## src/rtl/aes_core_arbiter.sv

```systemverilog
// aes_core_arbiter: shares one AES core between two requesters.
// Round-robin pick in IDLE, operand capture at grant, load strobe for LOAD_LEN
// cycles, then track core busy with start/run timeouts and report done/err.
module aes_core_arbiter #(
    parameter int unsigned LOAD_LEN = 4,
    parameter int unsigned START_TO = 16,
    parameter int unsigned RUN_TO   = 1024,
    parameter int unsigned CNT_W    = 11
) (
    input  logic           wb_clk_i,
    input  logic           wb_rst_i,
    input  logic [1:0]     req_i,
    input  logic [127:0]   r0_data_i,
    input  logic [255:0]   r0_key_i,
    input  logic           r0_dec_i,
    input  logic [1:0]     r0_size_i,
    input  logic [127:0]   r1_data_i,
    input  logic [255:0]   r1_key_i,
    input  logic           r1_dec_i,
    input  logic [1:0]     r1_size_i,
    output logic [1:0]     gnt_o,
    output logic [1:0]     done_o,
    output logic [1:0]     err_o,
    output logic [127:0]   result_o,
    output logic           active_o,
    output logic           aes_load_o,
    output logic           aes_dec_o,
    output logic [1:0]     aes_size_o,
    output logic [127:0]   aes_data_o,
    output logic [255:0]   aes_key_o,
    input  logic [127:0]   aes_data_i,
    input  logic           aes_busy_i
);

    typedef enum logic [1:0] {StIdle, StLoad, StWaitBusy, StRun} state_e;

    localparam logic [CNT_W-1:0] LoadLast  = CNT_W'(LOAD_LEN - 1);
    localparam logic [CNT_W-1:0] StartLast = CNT_W'(START_TO - 1);
    localparam logic [CNT_W-1:0] RunLast   = CNT_W'(RUN_TO - 1);

    state_e           r_state;
    logic [CNT_W-1:0] r_cnt;
    logic             r_rr;      // index of the most recent winner
    logic [1:0]       r_gnt;
    logic [1:0]       r_done;
    logic [1:0]       r_err;
    logic [127:0]     r_result;
    logic             r_load;
    logic             r_dec;
    logic [1:0]       r_size;
    logic [127:0]     r_data;
    logic [255:0]     r_key;

    logic             w_any;
    logic             w_pick;
    logic [127:0]     w_data;
    logic [255:0]     w_key;
    logic             w_dec;
    logic [1:0]       w_size;

    // Round-robin winner selection and operand mux for the winner.
    always_comb begin
        w_any = |req_i;
        case (req_i)
            2'b10:   w_pick = 1'b1;
            2'b11:   w_pick = ~r_rr;   // contention: the one that did not win last
            default: w_pick = 1'b0;
        endcase
        w_data = w_pick ? r1_data_i : r0_data_i;
        w_key  = w_pick ? r1_key_i  : r0_key_i;
        w_dec  = w_pick ? r1_dec_i  : r0_dec_i;
        w_size = w_pick ? r1_size_i : r0_size_i;
    end

    // Control FSM with registered outputs; done/err are single-cycle pulses.
    always_ff @(posedge wb_clk_i) begin
        if (wb_rst_i) begin
            r_state  <= StIdle;
            r_cnt    <= '0;
            r_rr     <= 1'b1;
            r_gnt    <= '0;
            r_done   <= '0;
            r_err    <= '0;
            r_result <= '0;
            r_load   <= 1'b0;
            r_dec    <= 1'b0;
            r_size   <= '0;
            r_data   <= '0;
            r_key    <= '0;
        end else begin
            r_done <= '0;
            r_err  <= '0;
            case (r_state)
                StIdle: begin
                    if (w_any) begin
                        r_data  <= w_data;
                        r_key   <= w_key;
                        r_dec   <= w_dec;
                        r_size  <= w_size;
                        r_gnt   <= w_pick ? 2'b10 : 2'b01;
                        r_rr    <= w_pick;
                        r_load  <= 1'b1;
                        r_cnt   <= '0;
                        r_state <= StLoad;
                    end
                end
                StLoad: begin
                    // Busy is ignored here; the core may still see a stale level.
                    if (r_cnt == LoadLast) begin
                        r_load  <= 1'b0;
                        r_cnt   <= '0;
                        r_state <= StWaitBusy;
                    end else begin
                        r_cnt <= r_cnt + 1'b1;
                    end
                end
                StWaitBusy: begin
                    if (aes_busy_i) begin
                        r_cnt   <= '0;
                        r_state <= StRun;
                    end else if (r_cnt == StartLast) begin
                        r_err   <= r_gnt;
                        r_gnt   <= '0;
                        r_cnt   <= '0;
                        r_state <= StIdle;
                    end else begin
                        r_cnt <= r_cnt + 1'b1;
                    end
                end
                StRun: begin
                    if (!aes_busy_i) begin
                        r_result <= aes_data_i;
                        r_done   <= r_gnt;
                        r_gnt    <= '0;
                        r_cnt    <= '0;
                        r_state  <= StIdle;
                    end else if (r_cnt == RunLast) begin
                        r_err   <= r_gnt;
                        r_gnt   <= '0;
                        r_cnt   <= '0;
                        r_state <= StIdle;
                    end else begin
                        r_cnt <= r_cnt + 1'b1;
                    end
                end
                default: begin
                    r_state <= StIdle;
                end
            endcase
        end
    end

    assign gnt_o      = r_gnt;
    assign done_o     = r_done;
    assign err_o      = r_err;
    assign result_o   = r_result;
    assign active_o   = (r_state != StIdle);
    assign aes_load_o = r_load;
    assign aes_dec_o  = r_dec;
    assign aes_size_o = r_size;
    assign aes_data_o = r_data;
    assign aes_key_o  = r_key;

endmodule

```

## config.mk

```make
export PLATFORM = sky130hd
export DESIGN_NAME = aes_core_arbiter
export DESIGN_NICKNAME = d
export VERILOG_FILES = /design/src/rtl/aes_core_arbiter.sv
export SDC_FILE = /design/constraint.sdc
export NUM_CORES = 1
export LEC_CHECK = 0
export ABC_AREA = 1
export CAP_MARGIN = 20
export CORE_AREA = 2 2 559 561
export CTS_CLUSTER_SIZE = 16
export DETAILED_ROUTE_END_ITERATION = 8
export DIE_AREA = 0 0 561 563
export PLACE_DENSITY = 0.32
export REMOVE_ABC_BUFFERS = 1
export SLEW_MARGIN = 20
export SYNTH_ARGS = -nofsm -noshare
export SYNTH_HDL_FRONTEND = slang
export SYNTH_SLANG_ARGS = --single-unit
export TNS_END_PERCENT = 5
```

## constraint.sdc

```tcl
create_clock -name wb_clk_i -period 3.5 [get_ports wb_clk_i]
set_input_delay 0.35 -clock wb_clk_i [delete_from_list [all_inputs] [get_ports wb_clk_i]]
set_output_delay 0.35 -clock wb_clk_i [all_outputs]
set_load 0.01 [all_outputs]
```

# Word level (Yosys, flattened, before mapping)

Index checks and enable logic that the tools add are counted.

Register bits after elaboration: 536
Bits of input ports: 907
Output and inout port bits: 523
Logic and storage cells: 72

Add/sub/neg operators: 1
Equal/unequal tests: 14
Multiplexer cells: 31
Bitwise operators: 3
Reductions and logical operators: 11

Operator list:

| cell                                             | number |
|---|---|
| two-way mux 256 bit                              | 1 |
| two-way mux 128 bit                              | 1 |
| two-way mux 11 bit                               | 6 |
| one-hot mux 11 bit (4 select lines)              | 1 |
| two-way mux 2 bit                                | 14 |
| adder 11 x 1 -> 11 bit (second input constant)   | 1 |
| == test 11 x 10 -> 1 bit (second input constant) | 1 |
| == test 11 x 2 -> 1 bit (second input constant)  | 1 |
| == test 11 x 4 -> 1 bit (second input constant)  | 1 |
| == test 2 bit (second input constant)            | 4 |
| inequality test 2 bit (second input constant)    | 4 |
| one-hot mux 2 bit (4 select lines)               | 1 |
| inequality test 3 bit (second input constant)    | 2 |
| one-hot mux 2 bit (3 select lines)               | 1 |
| AND reduction 5 bit                              | 1 |
| one-hot mux 1 bit (2 select lines)               | 2 |
| one-hot mux 2 bit (2 select lines)               | 1 |
| AND reduction 2 bit                              | 2 |
| AND reduction 4 bit                              | 1 |
| nonzero test 2 bit                               | 2 |
| two-way mux 1 bit                                | 3 |
| NOT 1 bit                                        | 3 |
| AND reduction 3 bit                              | 1 |
| nonzero test 3 bit                               | 1 |
| 4 further kinds                                  | 4 |

# Logic depth before layout (Yosys ltp)

Depth in word-level cells: 5
Depth in mapped cells: 10
Depth with buffers taken out: 10

# Worst setup path after synthesis

Ideal clock, no wire load.

Kind: reg-to-output
Start: reg r_state[0]
End: out active_o
Arrival time: 1.129 ns
Required time: 3.150 ns
Setup slack: 2.021 ns
Stages on the path, launching flop included: 5
Path buffers: 1
Cells stage by stage: dfxtp_1 -> inv_1 -> ha_1 -> inv_2 -> buf_1

Word-level cells in the longest chain between the ends: 1

Ends and longest elaborated chain:

| item                   | RTL line | RTL |
|---|---|---|
| from (decl)            | 41       | `state_e r_state;` |
| from (signal assigned) | 78       | `r_state <= StIdle;` |
| from (signal assigned) | 104      | `r_state <= StLoad;` |
| from (signal assigned) | 112      | `r_state <= StWaitBusy;` |
| nonzero test 2 bit     | 157      | `assign active_o = (r_state != StIdle);` |
| to (decl)              | 25       | `output logic active_o,` |

Every way passes these cells.

# Worst setup path after layout

Same ends and word-level chain as after synthesis.

==> run metrics <==
outcome completed; area fraction of the dominant cell type after synthesis 49.58%; #FFs+latches synth 536; Post-synth EDFFs 0; crit path from r_state[0]$_SDFFE_PP0P_; R2R setup slack 0.98 ns; CTS root buffer clkbuf_16; Worst Hold Class primary input to register; WS Path Type register to primary output; hold_sp r0_key_i[252]; Tcrit/Tclk final 84.00%; first-pass GRT wire length 299,500 µm; crit path capture type primary output; top-count cell post-synth nand2_1; async set or reset register ratio after synthesis 0%; core area 310,400 µm²; drt drc 0; simple-gate share of the synthesized area 20.11%; dominant synthesized flop cell dfxtp_1; Reg clk slew, reported paths 0.06 ns; area leader, netlist dfxtp_1; CP top delay family buffers and inverters; Buf+Inv Stages, Crit Path 3; Sum Neg Setup Slack 0 ns; P_leak 15.04 nW; CP Depth 4; Final Power 0.02872 W; largest net degree at the start of global routing 124; port buffer count 1,429; RSZ-0062 raised after global routing false; Post-Route WL 237,400 µm; gr usage total 14.39%; die area 315,800 µm²; mux contribution to synthesized area 0%; Via density 3.317; CP Cell Sequence inv_1, ha_1, inv_2, clkdlybuf4s50_1; largest cells by area after synthesis dfxtp_1, nand2_1, a31oi_1; power per cell area 660.0 nW/µm²; initial antenna violation count 211; DRT iter0 DRCs 1,783; count of final max-slew check failures 0; Die X 561 µm; Worst Tran Pin Value 1.075 ns; layout cells sized above 1 4.679%; initial core utilization 6.973%; Setup Buffers After CTS 0; site row count 205; Max Buffers Root-to-Sink 4; Reg-to-Reg Start r_state[1]$_SDFFE_PP0P_; Post-Synth XOR/XNOR Area 0.1619%; CTS H-tree lvls 3; largest family of logic cells by synthesized area compound AO/OA/AOI/OAI gates; io pins 1,430; Slew HR 27.60%; register area share after synthesis 49.58%; CP max stage cell clkdlybuf4s50_1; die height 563 µm; Clock Latency Late Sink 0.77 ns; adder-cell area share of the yosys netlist 0.2891%; CP Max Fanout 15; Syn Area/Cell 7.455 µm²; vias in the first global route 27,630; endpoint of the worst-slack reg-to-reg timing path aes_data_o[8]$_SDFFE_PP0P_; Worst EP required 3.15 ns; total grt overflow 0; Clock Sinks 536; Avg WL per Cell 28.07 µm; Vias 28,060; Yosys warnings 0; FILL cells 35,650; minimum clock period 2.940 ns; final hold viol count 0; post-detail-place hpwl 199,700 µm; Synth Cell Area 21,640 µm²; CTS Hold Buffers Added 0; Worst EP arrival 2.59 ns; Yosys cell types 26; CTS tree built; compound-cell area share of the yosys netlist 23.77%; biggest cell delay along the critical path 0.69 ns; FMAX 0.3401 GHz; 1st-pass router iterations 5; Peak VDD IR 0.3614 mV; Clock Skews 0.04840 ns; Worst Reg2Reg Path Length in Cells 8; Commonest cells post-synth nand2_1, dfxtp_1, a31oi_1; layout net count 5,133; # setup viols final 0; post-CTS resize count 0; hold path depth 3; CP Launch Type register; max cap viols 0; crit path to active_o; pre-CTS setup slack 0.7844 ns; Syn Inst Count 2,903; Syn-to-layout area delta 101.1%; gpl congestion 0.8757; TritonCTS buffer count 84; setup slack after layout 0.5600 ns; ANT nets after route 0
## cells in the final DEF, fill, tap and decap left out, types with 2 or more instances in the layout
| master | n |
|---|---|
| clkbuf_16 | 85 |
| nand2_4 | 2 |
| diode_2 | 45 |
| a31oi_1 | 387 |
| nand4_1 | 2 |
| xor2_1 | 4 |
| clkbuf_8 | 13 |
| inv_1 | 21 |
| a21oi_1 | 18 |
| inv_2 | 2 |
| nand3_2 | 2 |
| nor2_1 | 280 |
| clkbuf_1 | 18 |
| clkinvlp_4 | 3 |
| clkinv_2 | 9 |
| nand2_1 | 825 |
| buf_12 | 27 |
| nor2_2 | 2 |
| clkdlybuf4s50_1 | 1429 |
| clkinv_4 | 5 |
| buf_4 | 38 |
| bufinv_16 | 3 |
| inv_8 | 2 |
| nand3_1 | 22 |
| ha_1 | 5 |
| o21ai_0 | 314 |
| o21ai_1 | 209 |
| dfxtp_1 | 536 |
## stage by stage
step	area [µm²]	utilization [%]	std cells	hold WS, ns
floorplan	20420	-	2641	0.4191
global placement	40770	13.14	8275	0.4638
detailed placement	40770	13.14	8275	0.4738
CTS	43410	13.99	8414	0.03377
global route	43420	13.99	8420	0.08378
finish	43520	14.02	8459	0.1325
## registers in the layout (all words and copies together), names as in the netlist
register,cells
aes_data_o,128
aes_dec_o,1
aes_key_o,256
aes_load_o,1
aes_size_o,2
done_o,2
err_o,2
gnt_o,2
r_cnt,11
r_rr,1
r_state,2
result_o,128
## worst min-delay path, delay by kind of cell
| kind | cells | cell delay, ns |
|---|---|---|
| buf+inv | 1 | 0.39 |
| compound gates | 1 | 0.06 |
| simple gates | 1 | 0.06 |
## cell type report
type / instances / area [µm²] / area share [%]
diodes: 45 / 112.6 / 0.2587
clock buffers: 116 / 2374 / 5.454
clock inverters: 23 / 267.8 / 0.6152
inverters: 27 / 118.9 / 0.2731
multi-input cells: 2078 / 9608 / 22.08
flip-flops and latches: 536 / 10730 / 24.66
well taps: 4140 / 5180 / 11.90
repair buffers: 1494 / 15130 / 34.76
## kinds of logic after synthesis
logic type | count (synthesis)
buffers and inverters | 289
AO/OA/AOI/OAI | 930
flip-flops | 536
XOR/XNOR | 4
adder cells (fa/ha/maj) | 5
AND/OR/NAND/NOR | 1139
## power breakdown
group          internal, W  switching (W)
logic              0.00509        0.00641
clock network      0.00495        0.00349
registers          0.00778       0.000996
total               0.0178         0.0109
## worst min path at each step
stage,slack [ns],end
3_3_place_gp,0.46,result_o[3]$_SDFFE_PP0P_
6_report,0.13,aes_key_o[252]$_SDFFE_PP0P_
4_1_cts,0.03,aes_key_o[41]$_SDFFE_PP0P_
3_5_place_dp,0.47,result_o[97]$_SDFFE_PP0P_
2_1_floorplan,0.42,aes_load_o$_SDFFE_PP0P_
5_1_grt,0.08,aes_data_o[0]$_SDFFE_PP0P_
## per-layer routing
layer | GRT usage (%) | routed length [µm] | up-vias
met2 | 24.31 | 111300 | 1468
met1 | 15.93 | 91560 | 13310
met3 | 7.447 | 27730 | 459
li1 | - | - | 12690
met5 | 0 | 879 | -
met4 | 3.275 | 5978 | 132
No activity file was read; power rests on OpenSTA's default activity.
